<file path="config.mk">
export PLATFORM = sky130hd
export DESIGN_NAME = ifetch_ctrl
export DESIGN_NICKNAME = d
export VERILOG_FILES = /design/src/rtl/ifetch_ctrl.sv
export SDC_FILE = /design/constraint.sdc
export NUM_CORES = 1
export LEC_CHECK = 0
export CAP_MARGIN = 10
export CORE_ASPECT_RATIO = 1.75
export CORE_MARGIN = 2
export CORE_UTILIZATION = 40
export CTS_BUF_LIST = sky130_fd_sc_hd__clkbuf_16
export DETAILED_ROUTE_END_ITERATION = 8
export GPL_TIMING_DRIVEN = 1
export HOLD_SLACK_MARGIN = 0.02
export PLACE_DENSITY = 0.68
export SETUP_SLACK_MARGIN = 0.1
export SYNTH_ARGS = -nofsm -noshare
export SYNTH_HDL_FRONTEND = slang
export SYNTH_SLANG_ARGS = --single-unit
export TNS_END_PERCENT = 100
</file>
<file path="constraint.sdc">
create_clock -name clk -period 7.6 [get_ports clk]
set_clock_uncertainty 0.2 [all_clocks]
set_input_delay 0.76 -clock clk [delete_from_list [all_inputs] [get_ports clk]]
set_output_delay 0.76 -clock clk [all_outputs]
set_load 0.03 [all_outputs]
</file>
<file path="src/rtl/ifetch_ctrl.sv">
// Fetch control around the PC register: issues bus requests and queues returned words for decode.
// Latency: zero-latency response is pushed the same cycle and visible at the queue head next cycle.
// Backpressure: out_ready low fills the 2-entry queue; fetch stops issuing once it holds 2 entries.
module ifetch_ctrl #(
    parameter logic [63:0] RESET_ADDR = 64'h0000_0000,
    parameter int          QDEPTH     = 2
) (
    input  logic        clk,
    input  logic        rst,
    input  logic [63:0] pc,
    output logic [63:0] pc_next,
    output logic        pc_stall,
    input  logic        redirect,
    input  logic [63:0] redirect_pc,
    output logic        ireq_valid,
    output logic [63:0] ireq_addr,
    input  logic        iresp_ok,
    input  logic [31:0] iresp_data,
    output logic        out_valid,
    input  logic        out_ready,
    output logic [63:0] out_pc,
    output logic [31:0] out_instr,
    output logic        out_misalign
);

    localparam logic [1:0] FULL = QDEPTH[1:0];

    typedef enum logic [1:0] {
        IDLE = 2'd0,
        WAIT = 2'd1,
        DROP = 2'd2,
        HALT = 2'd3
    } state_t;

    typedef struct packed {
        logic [63:0] pc;
        logic [31:0] instr;
        logic        misalign;
    } entry_t;

    state_t      state_q;
    state_t      state_d;
    logic [63:0] addr_q;
    logic [1:0]  count_q;
    entry_t      q0;
    entry_t      q1;

    logic        push;
    logic        pop;
    logic        ld_addr;
    entry_t      push_entry;

    // Next-state, bus handshake, PC control and queue push decision.
    always_comb begin
        state_d    = state_q;
        ireq_valid = 1'b0;
        ireq_addr  = addr_q;
        pc_next    = pc + 64'd4;
        pc_stall   = 1'b1;
        push       = 1'b0;
        push_entry = '0;
        ld_addr    = 1'b0;

        unique case (state_q)
            IDLE: begin
                if (count_q < FULL) begin
                    if (pc[1:0] == 2'b00) begin
                        ireq_valid = 1'b1;
                        ireq_addr  = pc;
                        if (iresp_ok) begin
                            push       = 1'b1;
                            push_entry = '{pc: pc, instr: iresp_data, misalign: 1'b0};
                        end else begin
                            ld_addr = 1'b1;
                            state_d = WAIT;
                        end
                    end else begin
                        // Misaligned PC: hand decode a marker instead of touching the bus.
                        push       = 1'b1;
                        push_entry = '{pc: pc, instr: 32'h0, misalign: 1'b1};
                        state_d    = HALT;
                    end
                end
            end
            WAIT: begin
                ireq_valid = 1'b1;
                if (iresp_ok) begin
                    push       = 1'b1;
                    push_entry = '{pc: addr_q, instr: iresp_data, misalign: 1'b0};
                    state_d    = IDLE;
                end
            end
            DROP: begin
                // Keep the stale request stable until the bus answers, then throw it away.
                ireq_valid = 1'b1;
                if (iresp_ok) begin
                    state_d = IDLE;
                end
            end
            HALT: begin
            end
            default: begin
                state_d = IDLE;
            end
        endcase

        if (push && !push_entry.misalign) begin
            pc_stall = 1'b0;
        end

        // A redirect wins over everything; a request left hanging must be drained in DROP.
        if (redirect) begin
            pc_next  = redirect_pc;
            pc_stall = 1'b0;
            push     = 1'b0;
            state_d  = (ireq_valid && !iresp_ok) ? DROP : IDLE;
        end

        if (rst) begin
            ireq_valid = 1'b0;
            pc_stall   = 1'b1;
            push       = 1'b0;
        end
    end

    assign out_valid    = (count_q != 2'd0) && !rst;
    assign pop          = out_valid && out_ready && !redirect;
    assign out_pc       = q0.pc;
    assign out_instr    = q0.instr;
    assign out_misalign = q0.misalign;

    // FSM state and held request address.
    always_ff @(posedge clk) begin
        if (rst) begin
            state_q <= IDLE;
            addr_q  <= RESET_ADDR;
        end else begin
            state_q <= state_d;
            if (ld_addr) begin
                addr_q <= pc;
            end
        end
    end

    // Two-entry shift queue: q0 is always the head, q1 the tail when two are held.
    always_ff @(posedge clk) begin
        if (rst) begin
            count_q <= 2'd0;
            q0      <= '0;
            q1      <= '0;
        end else if (redirect) begin
            count_q <= 2'd0;
        end else begin
            unique case ({push, pop})
                2'b11: begin
                    if (count_q == 2'd2) begin
                        q0 <= q1;
                        q1 <= push_entry;
                    end else begin
                        q0 <= push_entry;
                    end
                end
                2'b10: begin
                    if (count_q == 2'd0) begin
                        q0 <= push_entry;
                    end else begin
                        q1 <= push_entry;
                    end
                    count_q <= count_q + 2'd1;
                end
                2'b01: begin
                    q0      <= q1;
                    count_q <= count_q - 2'd1;
                end
                default: begin
                end
            endcase
        end
    end

endmodule

</file>
* After elaboration in Yosys (flattened, before gate mapping)
Cells that the tools add are included.
Word-level totals: bits in registers 262, input bits 165, logic and storage cells 88, output and inout bits 228
Operators by class: reductions and logical operators 22, order comparisons 1, add/sub/neg operators 3, bitwise operators 1, mux-type cells 40, equality and inequality tests 12
Operators by type and width (count):
- $mux W97 | 8
- $pmux W97 S2 | 2
- $pmux W97 S3 | 1
- $mux W64 | 4
- $add A64 B3 Y64 const B | 1
- $mux W1 | 15
- $mux W2 | 6
- $eq A2 B2 Y1 const B | 4
- $pmux W2 S2 | 2
- $reduce_and A4 Y1 | 2
- $logic_not A2 Y1 | 3
- $ne A2 B2 Y1 const B | 3
- $reduce_bool A2 Y1 | 3
- $reduce_bool A3 Y1 | 2
- $logic_and A1 B1 Y1 | 5
- $eq A2 B1 Y1 const B | 2
- $logic_not A1 Y1 | 4
- $ne A4 B4 Y1 const B | 1
- $pmux W1 S2 | 2
- $reduce_or A2 Y1 | 2
- $ne A3 B1 Y1 const B | 1
- $ne A3 B3 Y1 const B | 1
- $reduce_and A3 Y1 | 1
- $add A2 B1 Y2 const B | 1
- other kinds (3) | 3

* Longest topological paths before layout
Gate-level depths: netlist (run 1).
depth after elaboration 9, mapped depth 16, mapped depth without buffers 12

* Least setup slack after synthesis (run 1)
No wires, ideal clock.
path kind input to output, start point in pc[7], end point out pc_next[43], buffers on the path 2, required time 6640 ps, stages 7, setup slack 3713 ps, arrival time 2927 ps, cells stage by stage buf_2 > nand4_1 > or3_4 > or4_1 > buf_2 > or4_1 > a31oi_1
On the way: cells in the longest elaborated chain, start to end 2
Ends and longest elaborated chain:
- start: declaration | RTL line 10 | input logic [63:0] pc,
- $add A64 B3 Y64 | RTL line 58 | pc_next = pc + 64'd4;
- $mux W64 | RTL line 112 | if (redirect) begin
- end: declaration | RTL line 11 | output logic [63:0] pc_next,
No other way between the ends.

* Worst setup path after layout (run 1)
start point in pc[2], end point out pc_next[56]
The elaborated chain is that of the path after synthesis.

==> impl_metrics.yaml, run 1 <==
finish:
  syn_to_final_growth_pct: 31.1
  post_route_cells_drive_above_1_share_pct: 4.61
  final_cells: 2717
  fin_area_um2: 19900
  layout.nets: 2389
hold_path:
  hold_depth: 1
  hold_path.class: "reg -> reg"
synth:
  ys_seq_area_share_pct: 34.5
  synth_mux_area_share_pct: 0.758
  synth_cell_types: 53
  synth_most_common_cell: "nand2_1"
  synth-xor-area-share_pct: 2.48
  ys_warn_count: 0
  syn_area_per_cell_um2: 7.55
  synth_area_um2: 15200
  synthFlopType: "dfxtp_1"
  synth_compound_area_share_pct: 33.0
  synth_area_leader_cell: "dfxtp_1"
  synth-edff-count: 0
  synthCells: 2012
  synthAdderAreaFrac_pct: 0.659
  ys_top_cells_by_count: "nand2_1, dfxtp_1, clkbuf_1"
  synth_top_family_by_area: "compound AO/OA/AOI/OAI gates"
  synth.ff_latch_count: 262
  syn-num-nets: 2185
  synth_simple_gate_area_share_pct: 21.9
  synthArstFlopShare_pct: 0
  synth_area_leaders: "dfxtp_1, nand2_1, clkbuf_1"
  synth_top_area_share_pct: 34.5
grt:
  grt_pass1_wl_mm: 95.8
  grt_antenna_before_repair: 2
  grt_usage_pct: 30.9
  grt_pass1_vias: 16600
  overflow: 0
  grt_max_degree: 102
cts:
  cts-htree-levels: 1
  cts-buffers-inserted: 27
  clk_pin_slew_ns: 0.06
  post_cts_resized: 0
  clockRootBuffer: "clkbuf_16"
  cts_buffer_depth: 3
  cts_tree: "built"
  clock_latency_ns: 0.56
  post_cts.repair.setup_buffers: 0
  holdBufCountCts: 0
  cts.sinks: 262
floorplanning:
  core_um2: 37500
  die_h_um: 262
  io_pins: 393
  num_rows: 94
  start_util_pct: 40.5
  die_w_um: 151
  die_area_um2: 39600
routing:
  viasPerCell: 6.34
  drcViolationCount: 0
  drt-total-wl_mm: 63.8
  wire_per_inst_um: 23.5
  dr.pass1.iters: 9
  drt_iter0_drc: 1781
  antenna_left: 0
  vias: 17200
sta:
  relSlewSlack_pct: 16.2
  grt_setup_unrepaired: "no"
  whs_ns: 0.265
  tns_ns: 0
  tightestPinTransition_ns: 1.25
  setup_viol: 0
  fmax_mhz: 177
  hold_violations: 0
  period_needed_ns: 5.65
  fin_crit_sh_pct: 74.3
  slew_viol_final: 0
  setup_ws_ns: 1.95
place:
  dp.cells: 2667
  place_congestion: 0.862
  dpl.hpwl_mm: 40.4
  place_area_um2: 19100
  numPortBuffers: 392
  dp_slack_ns: 2.00
critical_path:
  cp.required_ns: 6.64
  worstSetupStartpointType: "primary input"
  rr_worst_depth: 12
  criticalPathCategory: "in -> out"
  regToRegSetupSlack_ns: 2.67
  crit_path_end_kind: "primary output"
  crit_arrival_ns: 4.69
  worstPathMaxFanout: 11
flow_run:
  maxCapViolCount: 0
power_and_ir_drop:
  power_per_cell_area_nw_per_um2: 185
  ir_drop_uv: 122
  leakagePower_uw: 0.00729
run_status:
  status: "completed"
-- cell usage in the layout, fill, tap and decap left out, types with 14 or more instances in the layout --
cell             count
nor4_1              16
nor3_1              15
a221oi_1            63
a211oi_1            63
xor2_1              20
clkbuf_16           27
nand2_1            470
nand4_1             19
a32oi_1             62
nand3_1             28
inv_1               18
and4_1              16
a222oi_1            62
dfxtp_1            262
nor2b_1             14
a21oi_1             73
nor2_1             119
buf_4               32
o21bai_1            63
o21ai_0            127
a221o_1             35
xnor2_1             23
a22oi_1             65
a32o_1              34
clkdlybuf4s50_1    390
-- power breakdown --
part | internal, µW | switching [µW] | total (µW)
sequential | 1410 | 32.5 | 1450
clock | 709 | 586 | 1300
combinational | 359 | 578 | 937
total | 2480 | 1200 | 3680
-- worst max-delay path: stages --
cell             delay, ns
clkdlybuf4s50_1       0.65
ha_1                  0.27
and4_1                0.37
nand4_1               0.53
or4_1                 0.87
or4_1                 0.46
nand3_1               0.10
clkdlybuf4s50_1       0.67
-- routing by layer --
metal	vias up	share of wire, %	track usage, %
li1	7869	-	-
met1	8106	37	36.5
met2	1043	47	51.4
met3	218	9.6	5.75
met4	0	6.4	19.0
met5	-	0	0
-- state kept, by name (all words and copies together), names as in the netlist --
register	flops
q1	97
addr_q	64
out_pc	64
out_instr	32
count_q	2
state_q	2
out_misalign	1
-- stage by stage --
stage,power (µW),util (%)
after floorplan,2000,-
after global placement,2390,50.8
after detailed placement,2400,50.8
after CTS,3690,53.0
after global routing,3810,53.0
final,3680,53.0
-- worst paths after layout --
check                  endpoint          start
setup / recovery    pc_next[56]          pc[2]
hold / removal    out_instr[28]  out_instr[28]
setup reg to reg     out_pc[12]     state_q[1]
hold reg to reg   out_instr[28]  out_instr[28]
-- final cells by class --
type / count / area (µm²)
antenna: 1 / 2.50
clock buffer: 27 / 676
clock inverter: 22 / 148
fill: 3553 / 17600
inverter: 11 / 41.3
multi-input combinational: 1491 / 9030
sequential: 262 / 5250
tap: 480 / 601
timing repair buffer: 423 / 4160
-- cells by family (layout without fill, tap and decap cells) --
logic type	after synthesis	in the layout
other	0	1
AND/OR/NAND/NOR	761	761
AO/OA/AOI/OAI	668	668
flip-flops	262	262
XOR/XNOR	43	43
adder cells (fa/ha/maj)	8	8
multiplexers	11	11
buffers and inverters	259	483
Power figures use the tool's default switching activity.
==> run 2: changes to the inputs <==
--- a/config.mk
+++ b/config.mk
@@ -13,7 +13,7 @@
 export DETAILED_ROUTE_END_ITERATION = 8
 export GPL_TIMING_DRIVEN = 1
 export HOLD_SLACK_MARGIN = 0.02
-export PLACE_DENSITY = 0.68
+export PLACE_DENSITY = 0.7
 export SETUP_SLACK_MARGIN = 0.1
 export SYNTH_ARGS = -nofsm -noshare
 export SYNTH_HDL_FRONTEND = slang
==> constraint.sdc (replaced) <==
create_clock -name clk -period 4.7 [get_ports clk]
set_clock_uncertainty 0.2 [all_clocks]
set_input_delay 0.47 -clock clk [delete_from_list [all_inputs] [get_ports clk]]
set_output_delay 0.47 -clock clk [all_outputs]
set_load 0.03 [all_outputs]
==> impl_metrics.yaml, run 2 (synthesized netlist as in run 1, its figures left out) <==
run_status:
  status: "completed"
floorplanning:
  io_pins: 393
  core_um2: 37500
  die_w_um: 151
  die_h_um: 262
  start_util_pct: 40.5
  num_rows: 94
  die_area_um2: 39600
critical_path:
  crit_path_end_kind: "primary output"
  r2r_end: "out_pc[42]"
  cp.required_ns: 4.03
  crit_arrival_ns: 3.72
  worstPathMaxFanout: 7
  worstSetupStartpointType: "primary input"
  rr_startpoint: "state_q[0]"
  rr_worst_depth: 10
  cp-startpoint: "pc[3]"
  regToRegSetupSlack_ns: 1.03
  criticalPathCategory: "in -> out"
  endpoint: "pc_next[43]"
cts:
  post_cts.repair.setup_buffers: 0
  cts-htree-levels: 1
  cts-buffers-inserted: 27
  holdBufCountCts: 0
  clockRootBuffer: "clkbuf_16"
  clock_latency_ns: 0.57
  cts_tree: "built"
  clk_pin_slew_ns: 0.06
  cts_buffer_depth: 3
  cts.sinks: 262
  post_cts_resized: 0
finish:
  syn_to_final_growth_pct: 34.5
  fin_area_um2: 20400
  final_common_cell: "nand2_1"
  num_antenna_cells: 0
  final_cells: 2771
  largest_reg_flops: 97
  post_route_cells_drive_above_1_share_pct: 7.46
  layout.nets: 2447
  n_fill_cell: 3528
  top_register: "q1"
  mostFrequentLayoutCells: "nand2_1, clkdlybuf4s50_1, dfxtp_1"
routing:
  drcViolationCount: 0
  wire_per_inst_um: 23.6
  antenna_left: 0
  drt_iter0_drc: 2192
  vias: 17700
  viasPerCell: 6.40
  dr.pass1.iters: 9
  drt-total-wl_mm: 65.4
sta:
  tns_ns: 0
  tightestPinTransition_ns: 1.09
  hold_violations: 0
  relSlewSlack_pct: 27.2
  setup_viol: 0
  slew_viol_final: 0
  fmax_mhz: 228
  period_needed_ns: 4.39
  grt_setup_unrepaired: "no"
  fin_crit_sh_pct: 93.4
power_and_ir_drop:
  p_clk_share_pct: 33.7
  p_int_uw: 3950
  sequentialPowerShare_pct: 39.5
  switchingPower_uw: 1960
  leakagePower_uw: 0.00758
  ir_drop_uv: 276
  combPwrFrac_pct: 26.7
  swShare_pct: 33.1
  power_per_cell_area_nw_per_um2: 289
grt:
  grt_antenna_before_repair: 4
  overflow: 0
  grt_usage_pct: 31.6
  grt_pass1_wl_mm: 97.9
  grt_max_degree: 100
  grt_pass1_vias: 16900
flow_run:
  maxCapViolCount: 0
place:
  numPortBuffers: 392
  place_area_um2: 19700
  place_congestion: 0.879
  dp.cells: 2725
  dpl.hpwl_mm: 42.0
hold_path:
  hold_path.class: "in -> reg"
## run 2: cell types whose count changed in the layout (fill, tap and decap cells not counted)
cell	change
diode_2	-1
clkinv_2	-2
inv_6	+2
clkinv_1	+3
bufinv_16	-2
nand2_2	+1
buf_12	+14
nand2_4	-1
inv_1	-5
buf_4	+55
clkdlybuf4s50_1	-11
clkinvlp_4	+1
## run 2: per-stage QoR
step | util [%] | worst slack, ns | total power, µW | hold slack (ns)
4_1_cts | 54.4 | 0.334 | 5920 | 0.0921
3_5_place_dp | 52.4 | 0.354 | 3940 | 0.256
3_3_place_gp | 52.4 | 0.344 | 3920 | 0.246
5_1_grt | 54.4 | 0.220 | 6110 | 0.121
6_report | 54.4 | 0.310 | 5910 | 0.111
2_1_floorplan | - | 1.10 | 3240 | 0.245
## run 2: final cells by class
cell class	instances	area [µm²]	area share (%)
Clock buffer	27	676	3.31
Clock inverter	19	95.1	0.466
Inverter	11	41.3	0.202
Multi-Input combinational cell	1491	9030	44.2
Sequential cell	262	5250	25.7
Tap cell	480	601	2.94
Timing Repair Buffer	481	4740	23.2
## run 2: critical path: stages
cell and delay [ns]:
clkdlybuf4s50_1 0.65, nand2_1 0.20, or3_4 0.42, or4_1 0.63
or4_1 0.47, a31oi_1 0.17, clkdlybuf4s50_1 0.70
## run 2: worst min-delay path by stage
stage                        startpoint            end  cells after the start
final                               rst         q1[25]                      2
after global routing                rst         q1[27]                      2
after CTS                           rst         q1[26]                      2
after detailed placement  out_instr[31]  out_instr[31]                      1
after global placement    out_instr[19]  out_instr[19]                      1
after floorplan                   q1[6]          q1[6]                      2
## run 2: per-layer routing
metal	track usage [%]	up-vias	routed length, µm
met5	0	-	51
met4	19.4	8	4320
met3	6.63	226	6870
met2	52.7	1151	31200
met1	36.7	8381	23000
li1	-	7976	-
## run 2: power by group through the flow
stage	registers [µW]	logic, µW	clock network (µW)
3_3_place_gp	2380	1540	0
5_1_grt	2340	1680	2090
6_report	2330	1580	1990
2_1_floorplan	2450	789	0
3_5_place_dp	2380	1560	0
4_1_cts	2330	1570	2020
